`src/rtl/board_matrix_if.sv`:
```
// Drop request, status and landed-move bundle for board_matrix.
// master drives requests and ticks; slave is the board store.
interface board_matrix_if #(
  parameter int COLS = 7,
  parameter int ROWS = 6
);
  localparam int CW = $clog2(COLS);
  localparam int RW = $clog2(ROWS);

  logic                   drop_valid;
  logic [CW-1:0]          drop_col;
  logic                   drop_colour;
  logic                   drop_ready;
  logic                   step;
  logic [1:0]             win;
  logic [COLS*ROWS*2-1:0] board;
  logic [COLS-1:0]        col_full;
  logic                   board_full;
  logic                   busy;
  logic                   done_valid;
  logic [CW-1:0]          done_col;
  logic [RW-1:0]          done_row;
  logic                   done_colour;
  logic                   reject;

  modport master (
    output drop_valid, drop_col, drop_colour,
    output step, win,
    input  drop_ready, board, col_full,
    input  board_full, busy, done_valid,
    input  done_col, done_row, done_colour,
    input  reject
  );

  modport slave (
    input  drop_valid, drop_col, drop_colour,
    input  step, win,
    output drop_ready, board, col_full,
    output board_full, busy, done_valid,
    output done_col, done_row, done_colour,
    output reject
  );
endinterface

```
`src/rtl/board_matrix.sv`:
```
// Connect-Four board store: cells, column heights,
// drop handshake and optional falling-piece animation.
module board_matrix #(
  parameter int COLS      = 7,
  parameter int ROWS      = 6,
  parameter int FALL_ANIM = 1
) (
  input  logic          clk,
  input  logic          reset,
  input  logic          clear,
  board_matrix_if.slave bus
);
  localparam int CW = $clog2(COLS);
  localparam int RW = $clog2(ROWS);
  localparam int HW = $clog2(ROWS + 1);
  localparam logic [CW:0] LCOLS = (CW+1)'(COLS);

  typedef enum logic {IDLE, FALL} state_t;

  state_t          r_state;
  logic [1:0]      r_cell [COLS][ROWS];
  logic [HW-1:0]   r_h [COLS];
  logic [CW-1:0]   r_col;
  logic            r_colour;
  logic [RW-1:0]   r_tgt;
  logic [RW-1:0]   r_fall;
  logic            r_done_valid;
  logic [CW-1:0]   r_done_col;
  logic [RW-1:0]   r_done_row;
  logic            r_done_colour;
  logic            r_reject;

  logic                   w_ready;
  logic                   w_acc;
  logic                   w_colok;
  logic                   w_full_sel;
  logic [HW-1:0]          w_h_sel;
  logic [RW-1:0]          w_row;
  logic [1:0]             w_code;
  logic [1:0]             w_fcode;
  logic [COLS-1:0]        w_full;
  logic [COLS*ROWS*2-1:0] w_board;

  always_comb begin
    w_full     = '0;
    w_full_sel = 1'b0;
    w_h_sel    = '0;
    for (int c = 0; c < COLS; c++) begin
      w_full[c] = (r_h[c] == HW'(ROWS));
      if (bus.drop_col == CW'(c)) begin
        w_full_sel = w_full[c];
        w_h_sel    = r_h[c];
      end
    end
  end

  assign w_ready = (r_state == IDLE) & (bus.win == 2'b00)
                 & reset & ~clear;
  assign w_acc   = bus.drop_valid & w_ready;
  assign w_colok = {1'b0, bus.drop_col} < LCOLS;
  assign w_row   = RW'(w_h_sel);
  assign w_code  = bus.drop_colour ? 2'b10 : 2'b01;
  assign w_fcode = r_colour ? 2'b10 : 2'b01;

  // The falling piece is drawn over its still-empty cell.
  always_comb begin
    w_board = '0;
    for (int c = 0; c < COLS; c++) begin
      for (int r = 0; r < ROWS; r++) begin
        w_board[(c*ROWS+r)*2 +: 2] = r_cell[c][r];
        if (r_state == FALL && r_col == CW'(c)
            && r_fall == RW'(r))
          w_board[(c*ROWS+r)*2 +: 2] = w_fcode;
      end
    end
  end

  always_ff @(posedge clk) begin
    if (!reset || clear) begin
      r_state       <= IDLE;
      r_col         <= '0;
      r_colour      <= 1'b0;
      r_tgt         <= '0;
      r_fall        <= '0;
      r_done_valid  <= 1'b0;
      r_done_col    <= '0;
      r_done_row    <= '0;
      r_done_colour <= 1'b0;
      r_reject      <= 1'b0;
      for (int c = 0; c < COLS; c++) begin
        r_h[c] <= '0;
        for (int r = 0; r < ROWS; r++)
          r_cell[c][r] <= 2'b00;
      end
    end else begin
      r_done_valid <= 1'b0;
      r_reject     <= 1'b0;
      unique case (r_state)
        IDLE: begin
          if (w_acc) begin
            if (!w_colok || w_full_sel) begin
              r_reject <= 1'b1;
            end else if (FALL_ANIM == 0
                         || w_row == RW'(ROWS-1)) begin
              r_cell[bus.drop_col][w_row] <= w_code;
              r_h[bus.drop_col] <= w_h_sel + HW'(1);
              r_done_valid  <= 1'b1;
              r_done_col    <= bus.drop_col;
              r_done_row    <= w_row;
              r_done_colour <= bus.drop_colour;
            end else begin
              r_state  <= FALL;
              r_col    <= bus.drop_col;
              r_colour <= bus.drop_colour;
              r_tgt    <= w_row;
              r_fall   <= RW'(ROWS-1);
            end
          end
        end
        FALL: begin
          if (bus.step) begin
            if (r_fall == r_tgt) begin
              r_cell[r_col][r_tgt] <= w_fcode;
              r_h[r_col]    <= r_h[r_col] + HW'(1);
              r_done_valid  <= 1'b1;
              r_done_col    <= r_col;
              r_done_row    <= r_tgt;
              r_done_colour <= r_colour;
              r_state       <= IDLE;
            end else begin
              r_fall <= r_fall - RW'(1);
            end
          end
        end
        default: r_state <= IDLE;
      endcase
    end
  end

  assign bus.drop_ready  = w_ready;
  assign bus.board       = w_board;
  assign bus.col_full    = w_full;
  assign bus.board_full  = &w_full;
  assign bus.busy        = (r_state == FALL);
  assign bus.done_valid  = r_done_valid;
  assign bus.done_col    = r_done_col;
  assign bus.done_row    = r_done_row;
  assign bus.done_colour = r_done_colour;
  assign bus.reject      = r_reject;
endmodule

```
`src/flat_wrapper.sv`:
```
// flat-port wrapper written by rule: the top's interface ports become plain ports
module board_matrix_flat 
#(
  parameter int COLS      = 7,
  parameter int ROWS      = 6,
  parameter int FALL_ANIM = 1
)
  (clk, reset, clear, bus_drop_valid, bus_drop_col, bus_drop_colour, bus_step, bus_win, bus_drop_ready, bus_board, bus_col_full, bus_board_full, bus_busy, bus_done_valid, bus_done_col, bus_done_row, bus_done_colour, bus_reject);
  board_matrix_if #(.COLS(COLS), .ROWS(ROWS)) bus_i ();
  input  logic clk;
  input  logic reset;
  input  logic clear;
  input wire logic [$bits(bus_i.drop_valid)-1:0] bus_drop_valid;
  input wire logic [$bits(bus_i.drop_col)-1:0] bus_drop_col;
  input wire logic [$bits(bus_i.drop_colour)-1:0] bus_drop_colour;
  input wire logic [$bits(bus_i.step)-1:0] bus_step;
  input wire logic [$bits(bus_i.win)-1:0] bus_win;
  output wire logic [$bits(bus_i.drop_ready)-1:0] bus_drop_ready;
  output wire logic [$bits(bus_i.board)-1:0] bus_board;
  output wire logic [$bits(bus_i.col_full)-1:0] bus_col_full;
  output wire logic [$bits(bus_i.board_full)-1:0] bus_board_full;
  output wire logic [$bits(bus_i.busy)-1:0] bus_busy;
  output wire logic [$bits(bus_i.done_valid)-1:0] bus_done_valid;
  output wire logic [$bits(bus_i.done_col)-1:0] bus_done_col;
  output wire logic [$bits(bus_i.done_row)-1:0] bus_done_row;
  output wire logic [$bits(bus_i.done_colour)-1:0] bus_done_colour;
  output wire logic [$bits(bus_i.reject)-1:0] bus_reject;
  assign bus_i.drop_valid = bus_drop_valid;
  assign bus_i.drop_col = bus_drop_col;
  assign bus_i.drop_colour = bus_drop_colour;
  assign bus_i.step = bus_step;
  assign bus_i.win = bus_win;
  assign bus_drop_ready = bus_i.drop_ready;
  assign bus_board = bus_i.board;
  assign bus_col_full = bus_i.col_full;
  assign bus_board_full = bus_i.board_full;
  assign bus_busy = bus_i.busy;
  assign bus_done_valid = bus_i.done_valid;
  assign bus_done_col = bus_i.done_col;
  assign bus_done_row = bus_i.done_row;
  assign bus_done_colour = bus_i.done_colour;
  assign bus_reject = bus_i.reject;
  board_matrix #(.COLS(COLS), .ROWS(ROWS), .FALL_ANIM(FALL_ANIM)) u_core (.clk(clk), .reset(reset), .clear(clear), .bus(bus_i));
endmodule
```
`config.mk`:
```
export PLATFORM = sky130hd
export DESIGN_NAME = board_matrix_flat
export DESIGN_NICKNAME = d
export VERILOG_FILES = /design/src/rtl/board_matrix_if.sv /design/src/rtl/board_matrix.sv /design/src/flat_wrapper.sv
export SDC_FILE = /design/constraint.sdc
export NUM_CORES = 1
export LEC_CHECK = 0
export CORE_MARGIN = 3
export CORE_UTILIZATION = 59
export DETAILED_ROUTE_END_ITERATION = 12
export PLACE_DENSITY = 0.86
export RECOVER_POWER = 100
export SLEW_MARGIN = 10
export SYNTH_ARGS = -nofsm -noshare
export SYNTH_HDL_FRONTEND = slang
export SYNTH_SLANG_ARGS = --single-unit
export TNS_END_PERCENT = 1
```
`constraint.sdc`:
```
create_clock -name clk -period 7 [get_ports clk]
set_input_delay 1.4 -clock clk [delete_from_list [all_inputs] [get_ports clk]]
set_output_delay 1.4 -clock clk [all_outputs]
set_load 0.01 [all_outputs]
```
==> results of run 1 <==
-- worst min-delay path: cells and delay by family (launching register included) --
family | cells | cell delay [ps]
simple gates | 1 | 60
flops | 1 | 310
compound gates | 1 | 60
-- stage by stage --
stage	std cells	utilization (%)
6_report	1011	75.09
5_1_grt	1011	75.09
4_1_cts	1011	75.56
3_5_place_dp	979	70.65
3_3_place_gp	979	70.65
2_1_floorplan	737	-
-- cells by family after synthesis --
logic type               Yosys count  share of synthesized area, %
AO/OA/AOI/OAI                    151                         12.99
flip-flops                       131                         50.12
buffers and inverters             59                         3.568
adder cells (fa/ha/maj)            8                         1.366
multiplexers                      73                         12.00
AND/OR/NAND/NOR                  310                         19.36
XOR/XNOR                           5                        0.5974
-- where the power goes --
| part | switching (uW) | total [uW] | leakage (uW) | internal, uW |
|---|---|---|---|---|
| Sequential | 11.5 | 874 | 0.00138 | 863 |
| Combinational | 83.9 | 145 | 0.00184 | 61.0 |
| Clock | 342 | 899 | 0.000282 | 557 |
| Total | 438 | 1920 | 0.00350 | 1480 |
-- state kept, by name, indices dropped and copies added (netlist names), named ones only --
signal	flops
u_core.r_cell	84
u_core.r_h	24
u_core.bus.done_col	3
u_core.bus.done_row	3
u_core.r_col	3
u_core.r_fall	3
u_core.r_tgt	3
u_core.bus.busy	1
u_core.bus.done_colour	1
u_core.bus.done_valid	1
u_core.bus.reject	1
u_core.r_colour	1
-- final timing paths --
path                       endpoint  slack, ps  depth (start not counted)
max             u_core.r_cell[3][1]       1310                         11
min          u_core.bus.done_row[1]        480                          2
max reg2reg     u_core.r_cell[5][6]       2790                          6
min reg2reg  u_core.bus.done_row[1]        480                          2
-- synth_stat cells, types with 4 or more instances --
library cell  number  area share [%]
nor3_1            31             2.1
nor4_1             9            0.77
xnor2_1            4            0.48
inv_1             10            0.51
clkbuf_1          30             1.5
nand2_1          112             5.7
a211oi_1           5            0.51
ha_1               8             1.4
and3b_1            7            0.84
nand2b_1           4            0.34
and3_1             4            0.34
nand3_1            9            0.61
edfxtp_1         105              43
o311a_1            5            0.68
nor2b_1            9            0.77
mux4_2             7             2.2
mux2_2            46             7.1
and2_1             4            0.34
o21ai_0           93             6.4
nor2_1            98             5.0
dfxtp_1           26             7.1
a21oi_1           12            0.82
buf_2             14            0.96
mux2i_1           19             2.6
nand3b_1           7            0.72
-- final cells by class --
cell class | instances | area (sq um)
sequential | 131 | 3675
inverter | 11 | 41.29
fill | 813 | 3004
clock inverter | 14 | 162.7
timing repair buffer | 122 | 1184
tap | 168 | 210.2
clock buffer | 18 | 429.2
multi-input combinational | 547 | 3356
-- routing by layer --
metal / GRT usage, % / vias up / part of all wire [%]
li1: - / 2872 / -
met1: 38.12 / 3029 / 37
met2: 55.13 / 395 / 51
met3: 6.728 / 73 / 8.9
met4: 15.60 / 0 / 4.1
met5: 0 / - / 0
==> impl_metrics.prom, run 1 <==
# TYPE chip_impl_metric gauge
chip_impl_info{name="outcome",value="finished with violations"} 1
chip_impl_info{name="violations_in_the_final_reports",value="capacitance limit"} 1
chip_impl_metric{name="final-max-slew-violation-count",unit=""} 0
chip_impl_info{name="most_frequent_cell_on_the_critical_path",value="clkbuf_1"} 1
chip_impl_info{name="timing.critical_path.to_type",value="register"} 1
chip_impl_metric{name="design.portCount",unit=""} 114
chip_impl_metric{name="vias_in_the_first_global_route",unit=""} 6267
chip_impl_info{name="path_cells",value="dlygate4sd3_1 -> clkbuf_1 -> nor2b_1 -> a221o_1 -> a221oi_1 -> ha_1 -> nand3_1 -> a211oi_4 -> a31oi_1 -> clkbuf_1 -> o21ai_0"} 1
chip_impl_metric{name="synthToLayoutAreaGrowth",unit="%"} 23.57
chip_impl_metric{name="cts_max_path_buffers",unit=""} 2
chip_impl_info{name="rsz0062_at_grt",value="no"} 1
chip_impl_metric{name="final_antenna_net_count",unit=""} 0
chip_impl_metric{name="vias",unit=""} 6369
chip_impl_metric{name="die_height",unit="um"} 117.5
chip_impl_metric{name="groute.usage.overall",unit="%"} 31.93
chip_impl_metric{name="synth_edf_count",unit=""} 105
chip_impl_metric{name="fin_area",unit="sq um"} 9057
chip_impl_metric{name="postSynthNetCount",unit=""} 756
chip_impl_info{name="tritoncts",value="done"} 1
chip_impl_metric{name="fmax",unit="MHz"} 175.7
chip_impl_metric{name="final_layout_size_suffix_gt1_share",unit="%"} 11.15
chip_impl_metric{name="rows",unit=""} 40
chip_impl_metric{name="max_stage_delay",unit="ps"} 780
chip_impl_metric{name="1st_iter_drt_viols",unit=""} 738
chip_impl_metric{name="post_dr_vias_cell",unit=""} 6.300
chip_impl_metric{name="relSlewSlack",unit="%"} 0.9623
chip_impl_metric{name="drv.max_cap_violation_count",unit=""} 1
chip_impl_info{name="crit_family",value="compound AO/OA/AOI/OAI gates"} 1
chip_impl_info{name="worstHoldStart",value="u_core.bus.done_row[1]"} 1
chip_impl_metric{name="grt-ovfl-total",unit=""} 0
chip_impl_metric{name="yosys_warnings",unit=""} 0
chip_impl_metric{name="power-per-cell-area",unit="nW/um^2"} 211.8
chip_impl_metric{name="timing.clock.skew",unit="ps"} 7.173
chip_impl_metric{name="wl_per_cell",unit="um"} 21.92
chip_impl_metric{name="critical_path_buffer_and_inverter_count",unit=""} 3
chip_impl_metric{name="vdd_ir_drop_max",unit="V"} 0.0001381
chip_impl_metric{name="p_leak",unit="uW"} 0.003505
chip_impl_metric{name="number_of_buffers_added_by_the_clock_tree_synthesis_step",unit=""} 17
chip_impl_metric{name="dr.pass1.iters",unit=""} 5
chip_impl_metric{name="dieWidth",unit="um"} 117.5
chip_impl_metric{name="antenna_violations_before_repair",unit=""} 0
chip_impl_metric{name="post-cts-setup-buffer-count",unit=""} 0
chip_impl_metric{name="timing.setup.tns",unit="ps"} 0
chip_impl_info{name="synth_flop_cell",value="edfxtp_1"} 1
chip_impl_info{name="worstHoldPathType",value="reg2reg"} 1
chip_impl_metric{name="h-tree-depth",unit=""} 4
chip_impl_info{name="timing_worst_setup_path_type",value="in2reg"} 1
chip_impl_metric{name="routabilityCongestion",unit=""} 0.9454
chip_impl_metric{name="fin_hold_ws",unit="ps"} 479.3
chip_impl_metric{name="core_area",unit="sq um"} 12060
chip_impl_metric{name="critical_path_peak_fanout",unit=""} 24
chip_impl_metric{name="drt-total-wl",unit="mm"} 22.16
chip_impl_metric{name="detailed_place_hpwl",unit="mm"} 15.15
chip_impl_metric{name="final_nets",unit=""} 849
chip_impl_info{name="clockRootBuffer",value="clkbuf_16"} 1
chip_impl_metric{name="antenna_cells_inserted",unit=""} 0
chip_impl_metric{name="finalWorstPathRequiredPeriod",unit="ps"} 5692
chip_impl_metric{name="wire_length_of_the_first_global_routing_pass",unit="mm"} 34.31
chip_impl_metric{name="initial_utilization",unit="%"} 60.77
chip_impl_info{name="layout_commonest_cell",value="nand2_1"} 1
chip_impl_metric{name="synth_area_per_cell",unit="sq um"} 9.945
chip_impl_metric{name="netlist_instances",unit=""} 737
chip_impl_metric{name="cts-resized-gates",unit=""} 0
chip_impl_metric{name="required",unit="ps"} 7090
chip_impl_metric{name="timing.final.setup_violations",unit=""} 0
chip_impl_metric{name="placement.cell_area",unit="sq um"} 8522
chip_impl_info{name="setup.worst_path.start_class",value="primary input"} 1
chip_impl_metric{name="drt_drc_violations_left",unit=""} 0
chip_impl_metric{name="post-route-period-util",unit="%"} 81.31
chip_impl_metric{name="postSynthRegisterBits",unit=""} 131
chip_impl_metric{name="die_area",unit="sq um"} 13800
chip_impl_metric{name="worst_pin_slew",unit="ps"} 1479
chip_impl_metric{name="ctsHoldBuffers",unit=""} 0
chip_impl_metric{name="grt_max_degree",unit=""} 91
chip_impl_info{name="timing.critical_path.slowest_stage_cell",value="clkbuf_1"} 1
chip_impl_metric{name="post_synth_instance_area",unit="sq um"} 7330
chip_impl_metric{name="postLayoutSetupSlackWorst",unit="ps"} 1308
chip_impl_info{name="critical_path.reg2reg.startpoint",value="u_core.bus.busy"} 1
chip_impl_metric{name="number_of_clock_sinks",unit=""} 131
chip_impl_metric{name="clock_latency",unit="ps"} 430
chip_impl_metric{name="hold_violations",unit=""} 0
chip_impl_metric{name="synth.distinct_cells",unit=""} 62
chip_impl_metric{name="async_flop_share",unit="%"} 0
chip_impl_metric{name="clk_pin_slew_worst_paths",unit="ps"} 60
chip_impl_metric{name="ys_seq_area_share",unit="%"} 50.12
chip_impl_metric{name="io_buffers",unit=""} 113
chip_impl_metric{name="cp.arrival",unit="ps"} 5780
chip_impl_metric{name="finalPower",unit="uW"} 1918
chip_impl_info{name="critPathLaunch",value="bus_drop_col[1]"} 1
chip_impl_metric{name="dp_worst_setup_slack",unit="ps"} 1616
chip_impl_info{name="layout.cells.most_common_list",value="112 x nand2_1, 105 x edfxtp_1, 100 x dlygate4sd3_1"} 1
(Power assumes the default switching activity.)
==> run 2, diff against run 1 <==
Settings changed: CORE_UTILIZATION 59 to 55, PLACE_DENSITY 0.86 to 0.81.
Clock period 7 ns to 5.87 ns, I/O delays scaled along.
==> impl_metrics.prom, run 2 (synthesis results as in run 1) <==
# TYPE chip_impl_metric gauge
chip_impl_info{name="clockRootBuffer",value="clkbuf_16"} 1
chip_impl_metric{name="ctsHoldBuffers",unit=""} 0
chip_impl_metric{name="vias",unit=""} 6283
chip_impl_metric{name="io_buffers",unit=""} 113
chip_impl_info{name="layout_commonest_cell",value="nand2_1"} 1
chip_impl_metric{name="grt-ovfl-total",unit=""} 0
chip_impl_metric{name="post-route-period-util",unit="%"} 90.36
chip_impl_metric{name="worst_pin_slew",unit="ps"} 1575
chip_impl_metric{name="die_area",unit="sq um"} 14750
chip_impl_metric{name="drt_drc_violations_left",unit=""} 0
chip_impl_metric{name="required",unit="ps"} 5930
chip_impl_metric{name="clk_pin_slew_worst_paths",unit="ps"} 60
chip_impl_metric{name="cp.arrival",unit="ps"} 5370
chip_impl_metric{name="critical_path_buffer_and_inverter_count",unit=""} 2
chip_impl_metric{name="multiInputGateArea",unit="sq um"} 3356
chip_impl_metric{name="dr.pass1.iters",unit=""} 6
chip_impl_info{name="timing.critical_path.slowest_stage_cell",value="dlygate4sd3_1"} 1
chip_impl_metric{name="fillerInstances",unit=""} 983
chip_impl_metric{name="placement.cell_area",unit="sq um"} 8527
chip_impl_info{name="timing.critical_path.to_type",value="register"} 1
chip_impl_metric{name="post_dr_vias_cell",unit=""} 6.190
chip_impl_metric{name="regToRegSetupSlack",unit="ps"} 1580
chip_impl_info{name="tritoncts",value="done"} 1
chip_impl_metric{name="drt-total-wl",unit="mm"} 22.11
chip_impl_metric{name="largest_register_ffs",unit=""} 84
chip_impl_info{name="critical_path.reg2reg.startpoint",value="u_core.bus.busy"} 1
chip_impl_metric{name="finalWorstPathRequiredPeriod",unit="ps"} 5304
chip_impl_metric{name="final_antenna_net_count",unit=""} 0
chip_impl_info{name="min_to",value="u_core.bus.done_row[1]"} 1
chip_impl_metric{name="core_area",unit="sq um"} 12820
chip_impl_metric{name="post-cts-setup-buffer-count",unit=""} 0
chip_impl_metric{name="1st_iter_drt_viols",unit=""} 764
chip_impl_metric{name="wire_length_of_the_first_global_routing_pass",unit="mm"} 33.71
chip_impl_metric{name="design.portCount",unit=""} 114
chip_impl_metric{name="finish.utilization",unit="%"} 70.74
chip_impl_metric{name="vias_in_the_first_global_route",unit=""} 6008
chip_impl_metric{name="holdPathStages",unit=""} 2
chip_impl_info{name="rsz0062_at_grt",value="no"} 1
chip_impl_info{name="layout.cells.most_common_list",value="112 x nand2_1, 105 x edfxtp_1, 100 x dlygate4sd3_1"} 1
chip_impl_info{name="setup.worst_path.start_class",value="primary input"} 1
chip_impl_metric{name="antenna_cells_inserted",unit=""} 0
chip_impl_metric{name="grt_max_degree",unit=""} 63
chip_impl_info{name="worstHoldStart",value="u_core.bus.done_row[1]"} 1
chip_impl_info{name="path_cells",value="dlygate4sd3_1 -> buf_4 -> nor2b_1 -> a221o_1 -> a221oi_1 -> ha_1 -> nand3_1 -> a211oi_4 -> a21oi_1 -> o31ai_1"} 1
chip_impl_metric{name="fin_area",unit="sq um"} 9072
chip_impl_metric{name="relSlewSlack",unit="%"} -5.462
chip_impl_metric{name="reg_area",unit="sq um"} 3675
chip_impl_info{name="outcome",value="finished with violations"} 1
chip_impl_metric{name="number_of_buffers_added_by_the_clock_tree_synthesis_step",unit=""} 17
chip_impl_metric{name="dieWidth",unit="um"} 121.4
chip_impl_metric{name="hold_violations",unit=""} 0
chip_impl_metric{name="fmax",unit="MHz"} 188.5
chip_impl_info{name="reg_top3",value="u_core.r_cell (84), u_core.r_h (24)"} 1
chip_impl_metric{name="final_layout_size_suffix_gt1_share",unit="%"} 10.56
chip_impl_info{name="worstHoldPathType",value="reg2reg"} 1
chip_impl_metric{name="drv.max_cap_violation_count",unit=""} 2
chip_impl_metric{name="antenna_violations_before_repair",unit=""} 0
chip_impl_metric{name="detailed_place_hpwl",unit="mm"} 15.35
chip_impl_metric{name="finalNonFillerCells",unit=""} 1015
chip_impl_metric{name="synthToLayoutAreaGrowth",unit="%"} 23.78
chip_impl_metric{name="h-tree-depth",unit=""} 4
chip_impl_metric{name="initial_utilization",unit="%"} 57.15
chip_impl_metric{name="final-max-slew-violation-count",unit=""} 38
chip_impl_metric{name="p_leak",unit="uW"} 0.003514
chip_impl_metric{name="power-per-cell-area",unit="nW/um^2"} 254.0
chip_impl_info{name="timing_worst_setup_path_type",value="in2reg"} 1
chip_impl_metric{name="timing.final.setup_violations",unit=""} 0
chip_impl_metric{name="cts-resized-gates",unit=""} 0
chip_impl_metric{name="die_height",unit="um"} 121.4
chip_impl_metric{name="number_of_clock_sinks",unit=""} 131
chip_impl_metric{name="final_nets",unit=""} 849
chip_impl_metric{name="critical_path_peak_fanout",unit=""} 17
chip_impl_metric{name="timing.setup.tns",unit="ps"} 0
chip_impl_info{name="register_name_with_the_most_flops",value="u_core.r_cell"} 1
chip_impl_info{name="crit-reg2reg-capture",value="u_core.r_cell[6][6]"} 1
chip_impl_metric{name="timing.clock.skew",unit="ps"} 6.485
chip_impl_metric{name="wl_per_cell",unit="um"} 21.78
chip_impl_metric{name="vdd_ir_drop_max",unit="V"} 0.0001409
chip_impl_metric{name="routabilityCongestion",unit=""} 0.9889
chip_impl_metric{name="cts_max_path_buffers",unit=""} 2
chip_impl_metric{name="groute.usage.overall",unit="%"} 30.46
chip_impl_metric{name="fin_hold_ws",unit="ps"} 475.3
chip_impl_metric{name="max_stage_delay",unit="ps"} 760
chip_impl_metric{name="rows",unit=""} 41
chip_impl_metric{name="clock_latency",unit="ps"} 420
chip_impl_info{name="crit_family",value="compound AO/OA/AOI/OAI gates"} 1
chip_impl_info{name="violations_in_the_final_reports",value="capacitance limit, slew limit"} 1
chip_impl_metric{name="place.detailed.instances",unit=""} 983
chip_impl_metric{name="reg2regPathDepth",unit=""} 6
[run 2: cell count changes in the layout (fill, tap and decap cells not counted), sizes merged]
cell      change
buf           +1
clkbuf        +1
bufinv        +1
clkinvlp      -3
[run 2: worst register-to-register path, delay by kind of cell, from the launching register on]
| kind | cells | cell delay, ps |
|---|---|---|
| AOI/OAI and AO/OA | 3 | 2120 |
| and+or+nand+nor | 2 | 720 |
| buffers and inverters | 1 | 810 |
| DFF | 1 | 300 |
[run 2: cell type report]
class	instances	area share, %
tap	172	2.372
multi-input combinational	547	36.99
inverter	11	0.4551
clock inverter	12	1.779
clock buffer	20	4.813
timing repair buffer	122	13.09
sequential	131	40.50
[run 2: power breakdown]
part	internal [uW]	switching [uW]	total, uW	leakage, uW
combinational	73.4	98.8	172	0.00184
clock	703	385	1090	0.000288
sequential	1030	13.9	1040	0.00138
[run 2: worst max-delay path by stage]
| stage | start | to | slack (ps) | cells past startpoint |
|---|---|---|---|---|
| 3_5_place_dp | bus_drop_col[1] | u_core.r_h[3][2] | 370 | 10 |
| 2_1_floorplan | bus_drop_col[0] | u_core.r_h[3][0] | 1990 | 9 |
| 5_1_grt | bus_drop_col[1] | u_core.r_h[1][1] | 250 | 10 |
| 3_3_place_gp | bus_drop_col[1] | u_core.r_h[3][0] | 630 | 10 |
| 6_report | bus_drop_col[1] | u_core.r_h[1][1] | 570 | 10 |
| 4_1_cts | bus_drop_col[1] | u_core.r_h[1][0] | 780 | 10 |
[run 2: metal layers]
metal	track usage, %	wire [um]
met1	38.09	8421
met2	51.40	11030
met3	6.247	1819
met4	12.82	837
met5	0	0
[run 2: per-stage QoR]
step                      setup slack [ps]  total power, uW
after detailed placement             370.7             1244
after floorplan                       1986             1156
after global placement               630.5             1239
after CTS                            783.4             2313
final                                565.9             2304
after global routing                 249.6             2368
==> run 3, diff against run 2 <==
--- a/config.mk
+++ b/config.mk
@@ -7,5 +7,6 @@
 export LEC_CHECK = 0
-export CORE_MARGIN = 3
+export CORE_MARGIN = 5
 export CORE_UTILIZATION = 55
 export DETAILED_ROUTE_END_ITERATION = 12
+export HOLD_SLACK_MARGIN = 0.03
 export PLACE_DENSITY = 0.81
==> constraint.sdc (replaced) <==
create_clock -name clk -period 5.87 [get_ports clk]
set_input_delay 0.587 -clock clk [delete_from_list [all_inputs] [get_ports clk]]
set_output_delay 0.587 -clock clk [all_outputs]
set_load 0.01 [all_outputs]
==> impl_metrics.prom, run 3 (synthesis results as in run 1) <==
# TYPE chip_impl_metric gauge
chip_impl_info{name="outcome",value="finished with violations"} 1
chip_impl_info{name="violations_in_the_final_reports",value="capacitance limit, slew limit"} 1
chip_impl_metric{name="antenna_cells_inserted",unit=""} 0
chip_impl_metric{name="clock_latency",unit="ps"} 420
chip_impl_metric{name="initial_utilization",unit="%"} 55.79
chip_impl_metric{name="holdPathStages",unit=""} 2
chip_impl_info{name="timing.critical_path.to_type",value="register"} 1
chip_impl_info{name="timing.critical_path.slowest_stage_cell",value="a2111oi_0"} 1
chip_impl_metric{name="post_dr_vias_cell",unit=""} 6.183
chip_impl_metric{name="sequentialPowerShare",unit="%"} 47.0
chip_impl_metric{name="post-cts-setup-buffer-count",unit=""} 0
chip_impl_metric{name="max_stage_delay",unit="ps"} 900
chip_impl_metric{name="final_nets",unit=""} 848
chip_impl_metric{name="power-per-cell-area",unit="nW/um^2"} 246.1
chip_impl_metric{name="final_layout_size_suffix_gt1_share",unit="%"} 10.57
chip_impl_metric{name="dr.pass1.iters",unit=""} 6
chip_impl_metric{name="combPwrFrac",unit="%"} 7.7
chip_impl_metric{name="power.clock.fraction",unit="%"} 45.3
chip_impl_metric{name="die_area",unit="sq um"} 15740
chip_impl_metric{name="final-max-slew-violation-count",unit=""} 27
chip_impl_metric{name="relSlewSlack",unit="%"} -9.039
chip_impl_metric{name="number_of_buffers_added_by_the_clock_tree_synthesis_step",unit=""} 17
chip_impl_metric{name="vdd_ir_drop_max",unit="V"} 0.0001604
chip_impl_metric{name="p_leak",unit="uW"} 0.003484
chip_impl_metric{name="timing.clock.skew",unit="ps"} 7.986
chip_impl_metric{name="dieWidth",unit="um"} 125.4
chip_impl_metric{name="critical_path_peak_fanout",unit=""} 17
chip_impl_metric{name="finish.utilization",unit="%"} 68.62
chip_impl_info{name="critical_path.reg2reg.startpoint",value="u_core.r_h[5][1]"} 1
chip_impl_metric{name="post-route-period-util",unit="%"} 86.57
chip_impl_info{name="layout_commonest_cell",value="nand2_1"} 1
chip_impl_info{name="timing_worst_setup_path_type",value="in2reg"} 1
chip_impl_metric{name="grt-ovfl-total",unit=""} 0
chip_impl_info{name="worstHoldPathType",value="reg2reg"} 1
chip_impl_metric{name="worst_pin_slew",unit="ps"} 1618
chip_impl_metric{name="total_switching_power",unit="uW"} 497.1
chip_impl_info{name="min_to",value="u_core.bus.done_row[1]"} 1
chip_impl_metric{name="fmax",unit="MHz"} 196.8
chip_impl_info{name="crit-reg2reg-capture",value="u_core.r_h[7][0]"} 1
chip_impl_metric{name="io_buffers",unit=""} 113
chip_impl_metric{name="reg2regPathDepth",unit=""} 7
chip_impl_metric{name="required",unit="ps"} 5910
chip_impl_metric{name="final_antenna_net_count",unit=""} 0
chip_impl_metric{name="routabilityCongestion",unit=""} 0.9271
chip_impl_metric{name="timing.final.setup_violations",unit=""} 0
chip_impl_metric{name="wire_length_of_the_first_global_routing_pass",unit="mm"} 33.03
chip_impl_metric{name="cell_internal_pwr",unit="uW"} 1721
chip_impl_metric{name="clk_pin_slew_worst_paths",unit="ps"} 50
chip_impl_metric{name="design.portCount",unit=""} 114
chip_impl_metric{name="die_height",unit="um"} 125.4
chip_impl_metric{name="critical_path_buffer_and_inverter_count",unit=""} 2
chip_impl_metric{name="h-tree-depth",unit=""} 4
chip_impl_metric{name="groute.usage.overall",unit="%"} 26.85
chip_impl_info{name="register_name_with_the_most_flops",value="u_core.r_cell"} 1
chip_impl_metric{name="synthToLayoutAreaGrowth",unit="%"} 22.99
chip_impl_metric{name="drt_drc_violations_left",unit=""} 0
chip_impl_metric{name="core_area",unit="sq um"} 13140
chip_impl_info{name="clockRootBuffer",value="clkbuf_16"} 1
chip_impl_metric{name="1st_iter_drt_viols",unit=""} 964
chip_impl_metric{name="rows",unit=""} 42
chip_impl_metric{name="drt-total-wl",unit="mm"} 21.43
chip_impl_info{name="layout.cells.most_common_list",value="112 x nand2_1, 105 x edfxtp_1, 100 x dlygate4sd3_1"} 1
chip_impl_metric{name="detailed_place_hpwl",unit="mm"} 15.19
chip_impl_metric{name="vias_in_the_first_global_route",unit=""} 6109
chip_impl_metric{name="hold_violations",unit=""} 0
chip_impl_metric{name="switching_share",unit="%"} 22.41
chip_impl_metric{name="timing.setup.tns",unit="ps"} 0
chip_impl_metric{name="antenna_violations_before_repair",unit=""} 0
chip_impl_info{name="rsz0062_at_grt",value="no"} 1
chip_impl_metric{name="cp.arrival",unit="ps"} 5120
chip_impl_metric{name="regToRegSetupSlack",unit="ps"} 1720
chip_impl_metric{name="wl_per_cell",unit="um"} 21.05
chip_impl_metric{name="grt_max_degree",unit=""} 91
chip_impl_info{name="tritoncts",value="done"} 1
chip_impl_metric{name="ctsHoldBuffers",unit=""} 0
chip_impl_info{name="crit_family",value="compound AO/OA/AOI/OAI gates"} 1
chip_impl_metric{name="finalWorstPathRequiredPeriod",unit="ps"} 5082
chip_impl_metric{name="largest_register_ffs",unit=""} 84
chip_impl_info{name="path_cells",value="dlygate4sd3_1 -> clkbuf_1 -> nand3b_1 -> a21oi_1 -> a221oi_1 -> ha_1 -> nand3_1 -> a211oi_4 -> nor2_1 -> a2111oi_0"} 1
chip_impl_info{name="setup.worst_path.start_class",value="primary input"} 1
chip_impl_metric{name="drv.max_cap_violation_count",unit=""} 3
chip_impl_info{name="worstHoldStart",value="u_core.bus.done_row[1]"} 1
chip_impl_metric{name="vias",unit=""} 6294
chip_impl_info{name="reg_top3",value="u_core.r_cell (84), u_core.r_h (24)"} 1
chip_impl_metric{name="cts_max_path_buffers",unit=""} 2
chip_impl_metric{name="number_of_clock_sinks",unit=""} 131
chip_impl_metric{name="cts-resized-gates",unit=""} 0
run 3: cell types whose count changed in the layout (fill, tap and decap cells not counted), moves of 2 or more:
cell / previous run / this run
buf_4: 6 / 4
bufinv_16: 4 / 2
clkbuf_1: 6 / 8
clkinv_1: 4 / 0
clkinv_2: 2 / 6
clkinvlp_4: 1 / 3
run 3: power by group through the flow:
| stage | clock (uW) | combinational [uW] | sequential, uW |
|---|---|---|---|
| after floorplan | 0 | 102 | 1050 |
| after global placement | 0 | 178 | 1060 |
| after detailed placement | 0 | 183 | 1060 |
| after CTS | 1010 | 184 | 1040 |
| after global routing | 1050 | 183 | 1040 |
| final | 1000 | 171 | 1040 |
run 3: layout make-up:
type                            instances  area (sq um)
Clock buffer                           21         440.4
Tap cell                              176         220.2
Clock inverter                         11         112.6
Multi-Input combinational cell        547          3349
Sequential cell                       131          3675
Fill cell                            1018          4123
Inverter                               11         41.29
Timing Repair Buffer                  121          1176
run 3: layer usage:
metal | part of all wire (%) | wire length, um | GRT usage, % | vias up
met1 | 37 | 7975 | 31.77 | 3023
li1 | - | - | - | 2886
met3 | 7.9 | 1702 | 5.501 | 50
met4 | 2.6 | 549 | 10.33 | 0
met5 | 0 | 0 | 0 | -
met2 | 52 | 11200 | 47.89 | 335
run 3: tightest hold or removal path, stage by stage, from the launching register on:
cell and delay (ps):
dfxtp_1 300, nand3_1 60, a21oi_1 60
run 3: metrics by stage:
step / hold slack (ps) / power, uW / setup WS [ps] / area [sq um] / cells
2_1_floorplan: 452.7 / 1156 / 2573 / 7330 / 737
3_5_place_dp: 475.4 / 1243 / 1000 / 8524 / 986
3_3_place_gp: 459.9 / 1237 / 1219 / 8524 / 986
4_1_cts: 485.1 / 2234 / 1437 / 9077 / 1018
6_report: 471.9 / 2218 / 788.3 / 9015 / 1018
5_1_grt: 502.7 / 2281 / 604.4 / 9015 / 1018
run 3: how the worst max path moves through the flow:
stage / cells after the start / to / slack, ps / start
6_report: 10 / u_core.r_h[7][0] / 790 / bus_drop_col[1]
5_1_grt: 12 / u_core.r_cell[3][0] / 600 / bus_drop_col[1]
2_1_floorplan: 9 / u_core.r_h[3][0] / 2570 / bus_drop_col[0]
4_1_cts: 9 / u_core.r_h[3][2] / 1440 / bus_drop_col[1]
3_5_place_dp: 9 / u_core.r_h[3][0] / 1000 / bus_drop_col[1]
3_3_place_gp: 9 / u_core.r_h[3][0] / 1220 / bus_drop_col[1]
